$ cat src/rtl/bias_load_ctrl_pkg.sv
// Shared constants, FSM encoding and helpers for the bias load controller.
package bias_load_ctrl_pkg;

  // Default widths
  localparam int unsigned DATA_BITS = 48;  // accumulator / bias output width
  localparam int unsigned BIAS_BITS = 16;  // stored bias width, two's complement
  localparam int unsigned SHIFT_W   = 5;   // shift amount width
  localparam int unsigned ADDR_W    = 10;  // bias buffer address width
  localparam int unsigned CNT_W     = 8;   // channel counter width

  // Legal shift window of the bias shifter
  localparam int unsigned SHIFT_MIN = 5;
  localparam int unsigned SHIFT_MAX = 25;

  // Controller states
  typedef enum logic [2:0] {
    StIdle  = 3'd0,
    StCheck = 3'd1,
    StRd    = 3'd2,
    StCap   = 3'd3,
    StOut   = 3'd4,
    StDone  = 3'd5
  } state_e;

  // Inclusive range test shared by the controller and the shifter
  function automatic logic in_range(input int unsigned v, input int unsigned lo,
                                    input int unsigned hi);
    return (v >= lo) && (v <= hi);
  endfunction

endpackage

$ cat src/rtl/bias_load_ctrl_if.sv
// Bias SRAM read port plus the shifted-bias valid/ready stream.
interface bias_load_ctrl_if
  import bias_load_ctrl_pkg::*;
#(
  parameter int unsigned DataBits = DATA_BITS,
  parameter int unsigned BiasBits = BIAS_BITS,
  parameter int unsigned AddrW    = ADDR_W,
  parameter int unsigned CntW     = CNT_W
);

  // SRAM read port; data returns the cycle after mem_rd_en
  logic                mem_rd_en;
  logic [AddrW-1:0]    mem_rd_addr;
  logic [BiasBits-1:0] mem_rd_data;

  // Shifted bias stream towards the accumulator-init path
  logic                b_valid;
  logic                b_ready;
  logic [DataBits-1:0] b_data;
  logic [CntW-1:0]     b_idx;
  logic                b_last;

  // Controller side
  modport master (
    output mem_rd_en, mem_rd_addr, b_valid, b_data, b_idx, b_last,
    input  mem_rd_data, b_ready
  );

  // SRAM / consumer side
  modport slave (
    input  mem_rd_en, mem_rd_addr, b_valid, b_data, b_idx, b_last,
    output mem_rd_data, b_ready
  );

endinterface

$ cat src/rtl/bias_load_ctrl_shifter.sv
// Bias shifter: arithmetic right shift (floor semantics) over the legal shift window.
module bias_load_ctrl_shifter
  import bias_load_ctrl_pkg::*;
#(
  parameter int unsigned DataBits = DATA_BITS,
  parameter int unsigned ShiftW   = SHIFT_W,
  parameter int unsigned ShiftMin = SHIFT_MIN,
  parameter int unsigned ShiftMax = SHIFT_MAX
) (
  input  logic [DataBits-1:0] data_i,
  input  logic [ShiftW-1:0]   shift_i,
  output logic [DataBits-1:0] data_o
);

  // Out-of-window amounts fall to zero; the controller never presents one
  always_comb begin
    data_o = '0;
    if (in_range(32'(shift_i), ShiftMin, ShiftMax)) begin
      data_o = $signed(data_i) >>> shift_i;
    end
  end

endmodule

$ cat src/rtl/bias_load_ctrl.sv
// Per-layer bias loader: reads biases from SRAM, sign-extends, shifts and streams them.
module bias_load_ctrl
  import bias_load_ctrl_pkg::*;
#(
  parameter int unsigned DataBits = DATA_BITS,
  parameter int unsigned BiasBits = BIAS_BITS,
  parameter int unsigned ShiftW   = SHIFT_W,
  parameter int unsigned AddrW    = ADDR_W,
  parameter int unsigned CntW     = CNT_W,
  parameter int unsigned ShiftMin = SHIFT_MIN,
  parameter int unsigned ShiftMax = SHIFT_MAX
) (
  input  logic              clk,
  input  logic              rst,
  input  logic              start_i,
  input  logic [AddrW-1:0]  cfg_base_addr_i,
  input  logic [CntW-1:0]   cfg_num_ch_i,
  input  logic [ShiftW-1:0] cfg_n_shift_i,
  output logic              busy_o,
  output logic              done_o,
  output logic              err_o,
  bias_load_ctrl_if.master  bus_io
);

  state_e state_q, state_d;

  // Latched run configuration
  logic [AddrW-1:0]    base_q, base_d;
  logic [CntW-1:0]     num_q, num_d;
  logic [ShiftW-1:0]   shift_q, shift_d;
  logic                err_q, err_d;

  // Channel index and output holding registers
  logic [CntW-1:0]     idx_q, idx_d;
  logic [DataBits-1:0] bdata_q, bdata_d;
  logic [CntW-1:0]     bidx_q, bidx_d;
  logic                blast_q, blast_d;

  logic                shift_ok;
  logic                handshake;
  logic [DataBits-1:0] bias_ext;
  logic [DataBits-1:0] bias_shifted;

  assign shift_ok  = in_range(32'(shift_q), ShiftMin, ShiftMax);
  assign handshake = (state_q == StOut) && bus_io.b_ready;

  // SRAM returns BiasBits; widen with the sign bit before shifting
  assign bias_ext = {{(DataBits - BiasBits){bus_io.mem_rd_data[BiasBits-1]}},
                     bus_io.mem_rd_data};

  bias_load_ctrl_shifter #(
    .DataBits (DataBits),
    .ShiftW   (ShiftW),
    .ShiftMin (ShiftMin),
    .ShiftMax (ShiftMax)
  ) u_shifter (
    .data_i  (bias_ext),
    .shift_i (shift_q),
    .data_o  (bias_shifted)
  );

  // State register; reset abandons any run in progress
  always_ff @(posedge clk or posedge rst) begin
    if (rst) begin
      state_q <= StIdle;
    end else begin
      state_q <= state_d;
    end
  end

  // Next-state logic
  always_comb begin
    state_d = state_q;
    unique case (state_q)
      StIdle: begin
        if (start_i) state_d = StCheck;
      end
      StCheck: begin
        if (!shift_ok) begin
          state_d = StDone;
        end else if (num_q == '0) begin
          state_d = StDone;
        end else begin
          state_d = StRd;
        end
      end
      StRd:  state_d = StCap;
      StCap: state_d = StOut;
      StOut: begin
        if (handshake) state_d = blast_q ? StDone : StRd;
      end
      StDone:  state_d = StIdle;
      default: state_d = StIdle;
    endcase
  end

  // Output decode from the current state
  always_comb begin
    busy_o             = 1'b0;
    done_o             = 1'b0;
    err_o              = 1'b0;
    bus_io.mem_rd_en   = 1'b0;
    bus_io.mem_rd_addr = '0;
    bus_io.b_valid     = 1'b0;
    unique case (state_q)
      StIdle:  ;
      StCheck: busy_o = 1'b1;
      StRd: begin
        busy_o             = 1'b1;
        bus_io.mem_rd_en   = 1'b1;
        // Address wraps silently at the top of the buffer
        bus_io.mem_rd_addr = base_q + AddrW'(idx_q);
      end
      StCap:   busy_o = 1'b1;
      StOut: begin
        busy_o         = 1'b1;
        bus_io.b_valid = 1'b1;
      end
      StDone: begin
        done_o = 1'b1;
        err_o  = err_q;
      end
      default: ;
    endcase
  end

  assign bus_io.b_data = bdata_q;
  assign bus_io.b_idx  = bidx_q;
  assign bus_io.b_last = blast_q;

  // Datapath next-state: config latch, error flag, index and output capture
  always_comb begin
    base_d  = base_q;
    num_d   = num_q;
    shift_d = shift_q;
    err_d   = err_q;
    idx_d   = idx_q;
    bdata_d = bdata_q;
    bidx_d  = bidx_q;
    blast_d = blast_q;
    unique case (state_q)
      StIdle: begin
        if (start_i) begin
          base_d  = cfg_base_addr_i;
          num_d   = cfg_num_ch_i;
          shift_d = cfg_n_shift_i;
          idx_d   = '0;
          err_d   = 1'b0;
        end
      end
      StCheck: err_d = !shift_ok;
      StCap: begin
        bdata_d = bias_shifted;
        bidx_d  = idx_q;
        blast_d = (idx_q == (num_q - CntW'(1)));
      end
      StOut: begin
        if (handshake && !blast_q) idx_d = idx_q + CntW'(1);
      end
      default: ;
    endcase
  end

  // Datapath registers
  always_ff @(posedge clk or posedge rst) begin
    if (rst) begin
      base_q  <= '0;
      num_q   <= '0;
      shift_q <= '0;
      err_q   <= 1'b0;
      idx_q   <= '0;
      bdata_q <= '0;
      bidx_q  <= '0;
      blast_q <= 1'b0;
    end else begin
      base_q  <= base_d;
      num_q   <= num_d;
      shift_q <= shift_d;
      err_q   <= err_d;
      idx_q   <= idx_d;
      bdata_q <= bdata_d;
      bidx_q  <= bidx_d;
      blast_q <= blast_d;
    end
  end

endmodule
$ cat src/flat_wrapper.sv
// flat-port wrapper written by rule: the top's interface ports become plain ports
module bias_load_ctrl_flat import bias_load_ctrl_pkg::*;
#(
  parameter int unsigned DataBits = DATA_BITS,
  parameter int unsigned BiasBits = BIAS_BITS,
  parameter int unsigned ShiftW   = SHIFT_W,
  parameter int unsigned AddrW    = ADDR_W,
  parameter int unsigned CntW     = CNT_W,
  parameter int unsigned ShiftMin = SHIFT_MIN,
  parameter int unsigned ShiftMax = SHIFT_MAX
)
  (clk, rst, start_i, cfg_base_addr_i, cfg_num_ch_i, cfg_n_shift_i, busy_o, done_o, err_o, bus_io_mem_rd_en, bus_io_mem_rd_addr, bus_io_b_valid, bus_io_b_data, bus_io_b_idx, bus_io_b_last, bus_io_mem_rd_data, bus_io_b_ready);
  bias_load_ctrl_if #(.DataBits(DataBits), .BiasBits(BiasBits), .AddrW(AddrW), .CntW(CntW)) bus_io_i ();
  input  logic clk;
  input  logic rst;
  input  logic start_i;
  input  logic [AddrW-1:0] cfg_base_addr_i;
  input  logic [CntW-1:0] cfg_num_ch_i;
  input  logic [ShiftW-1:0] cfg_n_shift_i;
  output logic busy_o;
  output logic done_o;
  output logic err_o;
  output wire logic [$bits(bus_io_i.mem_rd_en)-1:0] bus_io_mem_rd_en;
  output wire logic [$bits(bus_io_i.mem_rd_addr)-1:0] bus_io_mem_rd_addr;
  output wire logic [$bits(bus_io_i.b_valid)-1:0] bus_io_b_valid;
  output wire logic [$bits(bus_io_i.b_data)-1:0] bus_io_b_data;
  output wire logic [$bits(bus_io_i.b_idx)-1:0] bus_io_b_idx;
  output wire logic [$bits(bus_io_i.b_last)-1:0] bus_io_b_last;
  input wire logic [$bits(bus_io_i.mem_rd_data)-1:0] bus_io_mem_rd_data;
  input wire logic [$bits(bus_io_i.b_ready)-1:0] bus_io_b_ready;
  assign bus_io_mem_rd_en = bus_io_i.mem_rd_en;
  assign bus_io_mem_rd_addr = bus_io_i.mem_rd_addr;
  assign bus_io_b_valid = bus_io_i.b_valid;
  assign bus_io_b_data = bus_io_i.b_data;
  assign bus_io_b_idx = bus_io_i.b_idx;
  assign bus_io_b_last = bus_io_i.b_last;
  assign bus_io_i.mem_rd_data = bus_io_mem_rd_data;
  assign bus_io_i.b_ready = bus_io_b_ready;
  bias_load_ctrl #(.DataBits(DataBits), .BiasBits(BiasBits), .ShiftW(ShiftW), .AddrW(AddrW), .CntW(CntW), .ShiftMin(ShiftMin), .ShiftMax(ShiftMax)) u_core (.clk(clk), .rst(rst), .start_i(start_i), .cfg_base_addr_i(cfg_base_addr_i), .cfg_num_ch_i(cfg_num_ch_i), .cfg_n_shift_i(cfg_n_shift_i), .busy_o(busy_o), .done_o(done_o), .err_o(err_o), .bus_io(bus_io_i));
endmodule
$ cat config.mk
export PLATFORM = sky130hd
export DESIGN_NAME = bias_load_ctrl_flat
export DESIGN_NICKNAME = d
export VERILOG_FILES = /design/src/rtl/bias_load_ctrl_pkg.sv /design/src/rtl/bias_load_ctrl_if.sv /design/src/rtl/bias_load_ctrl_shifter.sv /design/src/rtl/bias_load_ctrl.sv /design/src/flat_wrapper.sv
export SDC_FILE = /design/constraint.sdc
export NUM_CORES = 1
export LEC_CHECK = 0
export ABC_CLOCK_PERIOD_IN_PS = 3200
export CORE_MARGIN = 8
export CORE_UTILIZATION = 50
export DETAILED_ROUTE_END_ITERATION = 10
export MAX_ROUTING_LAYER = met4
export PLACE_DENSITY_LB_ADDON = 0.1
export SLEW_MARGIN = 40
export SYNTH_ARGS = -nofsm -noshare
export SYNTH_HDL_FRONTEND = slang
export SYNTH_SLANG_ARGS = --single-unit
$ cat constraint.sdc
create_clock -name clk -period 3.2 [get_ports clk]
set_input_delay 0.48 -clock clk [delete_from_list [all_inputs] [get_ports clk]]
set_output_delay 0.48 -clock clk [all_outputs]
set_load 0.02 [all_outputs]
After elaboration in Yosys (flattened, before gate mapping)
Cells that the tools add are included.
{ "word_totals": {"ff_bits": 92, "inputBits": 43, "output_inout_bits": 72, "wordCells": 56} }
{ "classes": {"n_addsub": 3, "magnitude_cmp": 2, "eq_ne": 9, "n_shift": 1, "muxes": 18, "n_reduce_logical": 14} }
{ "ops": {"columns": ["op", "n"], "rows": [
  ["48-bit 2-to-1 mux", 1],
  ["16-bit by 5-bit >>> shifter with 48-bit output", 1],
  ["8-bit 2-to-1 mux", 2],
  ["8-bit one-hot mux with 2 select lines", 1],
  ["3-bit 2-to-1 mux", 5],
  ["3-bit one-hot mux with 5 select lines", 1],
  ["10-bit by 8-bit adder with 10-bit output", 1],
  ["10-bit 2-to-1 mux", 1],
  ["8-bit by 1-bit adder with 8-bit output (second input constant)", 1],
  ["8-bit == test", 1],
  ["8-bit zero test", 1],
  ["8-bit by 1-bit subtractor with 8-bit output (second input constant)", 1],
  ["3-bit by 2-bit == test with 1-bit output (second input constant)", 2],
  ["3-bit == test (second input constant)", 2],
  ["1-bit 2-to-1 mux", 6],
  ["2-bit AND reduction", 3],
  ["5-bit by 3-bit greater-or-equal comparator with 1-bit output (second input constant)", 1],
  ["5-bit less-or-equal comparator (second input constant)", 1],
  ["2-bit inequality test (second input constant)", 2],
  ["2-bit nonzero test", 2],
  ["4-bit OR reduction", 1],
  ["3-bit by 1-bit == test with 1-bit output (second input constant)", 1],
  ["1-bit logical AND", 3],
  ["3-bit zero test", 1],
  ["other kinds (4)", 5]
]} }

Depth between registers and ports, before layout
{ "depth": {"depth_word": 5, "mapped_depth": 8, "mapped_depth_nobuf": 8} }

Modules after synthesis
From an unflattened synthesis, not the netlist that was laid out.
{ "unflattened": {"hier_cells": 664, "hier_area_um2": 7628.6} }
{ "by_module_without_submodules": {"columns": ["module", "n_inst", "cells_each", "area_each_um2", "seq_area_each_um2"], "rows": [
  ["bias_load_ctrl", 1, 347, 4325.4, 2302.2],
  ["bias_load_ctrl_shifter", 1, 317, 3303.2, 0.0]
]} }

Least setup slack after synthesis
Ideal clock, no wire load.
{ "synth_timing": {"path_kind": "register to output", "from": "reg u_core.idx_q[0]", "to": "out bus_io_mem_rd_addr[8]", "arrival_time_ns": 1.988, "required_ns": 2.720, "path_slack_ns": 0.732, "stages_incl_launch_ff": 9, "path_buffers": 0, "path_cell_list": "dfrtp_1 -> ha_1 -> inv_1 -> fa_1 -> nor2b_1 -> o21ai_0 -> a21oi_1 -> o41ai_1 -> mux2i_1"} }
{ "synth_via": {"elab_chain_len": 2} }
{ "synth_lines": {"columns": ["item", "line", "text"], "rows": [
  ["from (decl)", "bias_load_ctrl.sv:34", "logic [CntW-1:0] idx_q, idx_d;"],
  ["from (signal assigned)", "bias_load_ctrl.sv:180", "idx_q <= idx_d;"],
  ["10-bit by 8-bit adder with 10-bit output", "bias_load_ctrl.sv:112", "bus_io.mem_rd_addr = base_q + AddrW'(idx_q);"],
  ["10-bit 2-to-1 mux", "bias_load_ctrl.sv:105", "unique case (state_q)"],
  ["to (decl)", "flat_wrapper.sv:24", "output wire logic [$bits(bus_io_i.mem_rd_addr)-1:0] bus_io_mem_rd_addr;"]
]} }
No other way between the ends.

Final worst setup path
{ "layout_timing": {"from": "reg u_core.idx_q[2]", "to": "out bus_io_mem_rd_addr[8]"} }
Same word-level chain as after synthesis.

==> run summary <==
The flow ran to the end, and the final reports show no timing, DRC or antenna violations. The critical path capture point type is an output pin. Setup repair after global routing left no endpoint under its margin. The period utilization is 95.98%. The congestion estimate from routability-driven global placement came to 0.8599. The actual transition at the worst max-transition pin came out at 0.7846 ns. The fill cell instance count of the final layout came out at 647. For this run, the leading register cell type out of synthesis is dfrtp_1. Clock-pin slew was measured on the worst setup and hold paths at 0.08 ns. The highest layer touched by signal routing is met4. The post-route setup TNS is 0 ns. For this run, design rule violations remaining after detail routing come to 0. The final setup violation count came out at 0. The final number of hold-violating endpoints came out at 0. The final worst clock skew came out at 0.01398 ns. The violation count after the first detailed-route iteration came out at 90. The number of clock buffers added by TritonCTS is 9. The number of antenna violations at the first check in global routing is 0.

The number of cell rows came out at 32. The setup slack of the most critical reg-to-reg path came out at 0.96 ns. The number of distinct library cells after synthesis came out at 53.

The maximum single-stage delay on the critical path is 0.46 ns. STA classifies the critical path startpoint as a flop. The number of diodes added for antenna fixing is 0. After detailed routing, the total wire length is 9758 µm. The leakage power summed over all cells came out at 0.002284 µW.

Derived from the worst setup path, the maximum achievable clock frequency is 0.3256 GHz. The maximum VDD drop came out at 0.3674 mV. The total overflow reported by the global router came out at 0. The count of nets left with antenna violations once routing finished came out at 0.

The critical path required time is 2.72 ns. The number of buffers inserted to repair setup after CTS came out at 0. In this run the count of I/O pins placed on the die edge is 115. The length of routed wiring on met1 is 4138 µm. The number of sinks on the clock net came out at 60. The full die area is 0.01095 mm².

The number of iterations in the first detailed-routing pass is 4. The synthesized area divided by synthesized cell count is 10.12 µm². The TritonCTS clock tree is built. The number of max-capacitance violations reported is 0. Relative to the synthesized area, the layout overhead comes to 31.12%. The number of pins exceeding their max-slew limit in the final report is 0. The placeable core region is 0.007687 mm². The post-DP HPWL is 7490 µm. The maximum level of the CTS H-tree is 3.

The first-pass GRT wire length came out at 16130 µm. Global routing used 18.33% of the available tracks across all layers. The vias after detailed routing came out at 3099. The total power density per cell area came out at 933.2 mW/mm².

After synthesis the cells add up to 0.003928 mm². Headroom to the max-slew limit came out at 47.69%. For this design, the CTS-stage hold fixing added 0 buffers. The tightest hold path in the finished design has a slack of 0.4465 ns.

Traced cell by cell, the critical path runs through ha_1 -> nor2b_1 -> o21ai_0 -> a21oi_1 -> o41ai_1 -> mux2i_1 -> dlygate4sd2_1. The die span in y came out at 104.6 µm. The routed length on met3 came out at 420 µm. The slowest stage of the critical path is the dfrtp_1 cell. The share of the Yosys chip area taken by registers is 38.23%. Wire segments on met2 add up to 5109 µm in the final route. The largest fanout of any net on the critical path came out at 7. The worst hold path class is primary input to asynchronous set/reset pin. The synthesized flop and latch total came out at 60.

The shortest clock period the worst path allows after layout is 3.071 ns. The pin count of the biggest net entering global routing is 35. The number of global-route vias before repair was 3190. Synthesis produced a netlist with a net count of 443. The final-stage net count is 527. The clock passes through at most 2 buffers. The number of flops mapped to enable cells by yosys came out at 0. The average via count per standard cell is 5.352.

The routed length per placed instance is 16.85 µm. The warning count from the yosys run came out at 0. For this configuration, the core starts out at a cell density of 51.09%. The worst endpoint data arrival time is 2.59 ns. The overall die width is 104.6 µm. In this run the clock root is driven by a clkbuf_8.

The port buffer count is 114. The post-synthesis instance total is 388. The start-to-end type of the worst setup path is flop to output pin. The share of synthesized flip-flops with an asynchronous set or reset is 100.0%.

The post-route netlist has 14.47% of its cells at a drive strength greater than 1. The clock latency on the worst-skew pair came out at 0.33 ns.
layout by cell type (no fill, tap or decap), types with 5 or more instances in the layout:
cell type,count
a21oi_1,11
a32o_1,5
and3_1,5
buf_4,8
clkbuf_8,10
clkdlybuf4s50_1,109
dfrtp_1,58
ha_1,11
inv_1,13
mux2_2,30
mux2i_1,14
mux4_1,6
nand2_1,41
nand4_1,5
nor2_1,27
nor2b_1,6
nor3_1,7
o211ai_1,5
o21ai_0,15
xnor2_1,12
xor2_1,13
final cells by class:
cell class	count	area [µm²]	share of cell area (%)
Clock buffer	10	137.6	2.672
Clock inverter	6	63.81	1.239
Inverter	14	52.55	1.020
Multi-Input combinational cell	265	2058	39.97
Sequential cell	60	1504	29.20
Tap cell	102	127.6	2.478
Timing Repair Buffer	122	1206	23.42
worst paths after layout:
path,end,depth (start not counted),start
setup reg to reg,u_core.bus_io.b_data[0],5,u_core.shift_q[2]
setup / recovery,bus_io_mem_rd_addr[8],7,u_core.idx_q[2]
hold reg to reg,u_core.bus_io.b_data[14],2,u_core.bus_io.b_data[14]
max in group asynchronous,u_core.idx_q[2],3,rst
hold / removal,u_core.bus_io.b_data[4],2,rst
min in group clk,u_core.bus_io.b_data[14],2,u_core.bus_io.b_data[14]
critical path: cells and delay by family (launching register included):
| family | cells | cell delay (ns) |
|---|---|---|
| DFF | 1 | 0.46 |
| AOI/OAI and AO/OA | 3 | 0.71 |
| adders and majority gates | 1 | 0.37 |
| muxes | 1 | 0.21 |
| and+or+nand+nor | 1 | 0.15 |
| buffers and inverters | 1 | 0.35 |
flip-flops by register name, summed over array words and instances (netlist names):
| signal | flops |
|---|---|
| u_core.bus_io.b_data | 16 |
| u_core.base_q | 10 |
| u_core.bus_io.b_idx | 8 |
| u_core.idx_q | 8 |
| u_core.num_q | 8 |
| u_core.shift_q | 5 |
| u_core.state_q | 3 |
| u_core.bus_io.b_last | 1 |
| u_core.err_q | 1 |
metal layers:
metal,track usage (%),vias up
met5,-,-
met4,5.403,0
met3,4.054,9
met2,31.74,74
met1,20.77,1506
li1,-,1510
power by group:
group | internal, µW | switching, µW | total [µW]
sequential | 1030 | 415 | 1450
combinational | 1370 | 1290 | 2660
clock | 379 | 315 | 694
total | 2780 | 2020 | 4810
stage by stage:
step / cell area (µm²) / utilization, % / power [µW] / instances / setup WS [ns]
finish: 5150 / 66.99 / 4806 / 579 / 0.1285
global route: 5150 / 66.99 / 5124 / 579 / 0.05611
CTS: 5140 / 66.86 / 4852 / 579 / 0.06781
detailed placement: 4941 / 64.27 / 4146 / 563 / 0.2531
global placement: 4941 / 64.27 / 4087 / 563 / 0.2616
floorplan: 3928 / - / 3358 / 388 / 0.7322
cell families (layout without fill, tap and decap cells):
| logic type | after synthesis | count (layout) | share of synthesized area [%] |
|---|---|---|---|
| AO/OA/AOI/OAI | 58 | 58 | 10.07 |
| XOR/XNOR | 25 | 25 | 5.575 |
| adder cells (fa/ha/maj) | 12 | 12 | 4.014 |
| buffers and inverters | 63 | 152 | 9.430 |
| flip-flops | 60 | 60 | 38.23 |
| multiplexers | 55 | 55 | 18.67 |
| AND/OR/NAND/NOR | 115 | 115 | 14.02 |
repair_timing:
action | CTS | global route
setup endpoints to repair | 3 | 3
resized for setup | 3 | 3
cloned | 0 | 0
synth_stat cells, types with 2 or more instances:
library cell,n,area share [%]
dfrtp_1,60,38
nand2_1,41,3.9
buf_4,32,6.1
mux2_2,30,8.6
nor2_1,28,2.7
o21ai_0,16,2.0
inv_1,14,1.3
mux2i_1,14,3.6
xor2_1,13,2.9
xnor2_1,12,2.7
a21oi_1,11,1.4
ha_1,11,3.5
clkbuf_1,10,0.96
nor3_1,7,0.89
mux4_1,6,4.0
nor2b_1,6,0.96
a32o_1,5,1.3
and3_1,5,0.80
buf_2,5,0.64
nand4_1,5,0.80
o211ai_1,5,0.96
and2_1,3,0.48
mux4_2,3,1.7
nand2b_1,3,0.48
nand3b_1,3,0.57
nor3b_1,3,0.57
a211oi_1,2,0.38
a21o_1,2,0.38
a22o_1,2,0.45
mux2_4,2,0.76
nand3_1,2,0.25
nor4_1,2,0.32
o22ai_1,2,0.32
o31ai_1,2,0.38
or2_2,2,0.32
or3_1,2,0.32
(Power assumes the default switching activity.)
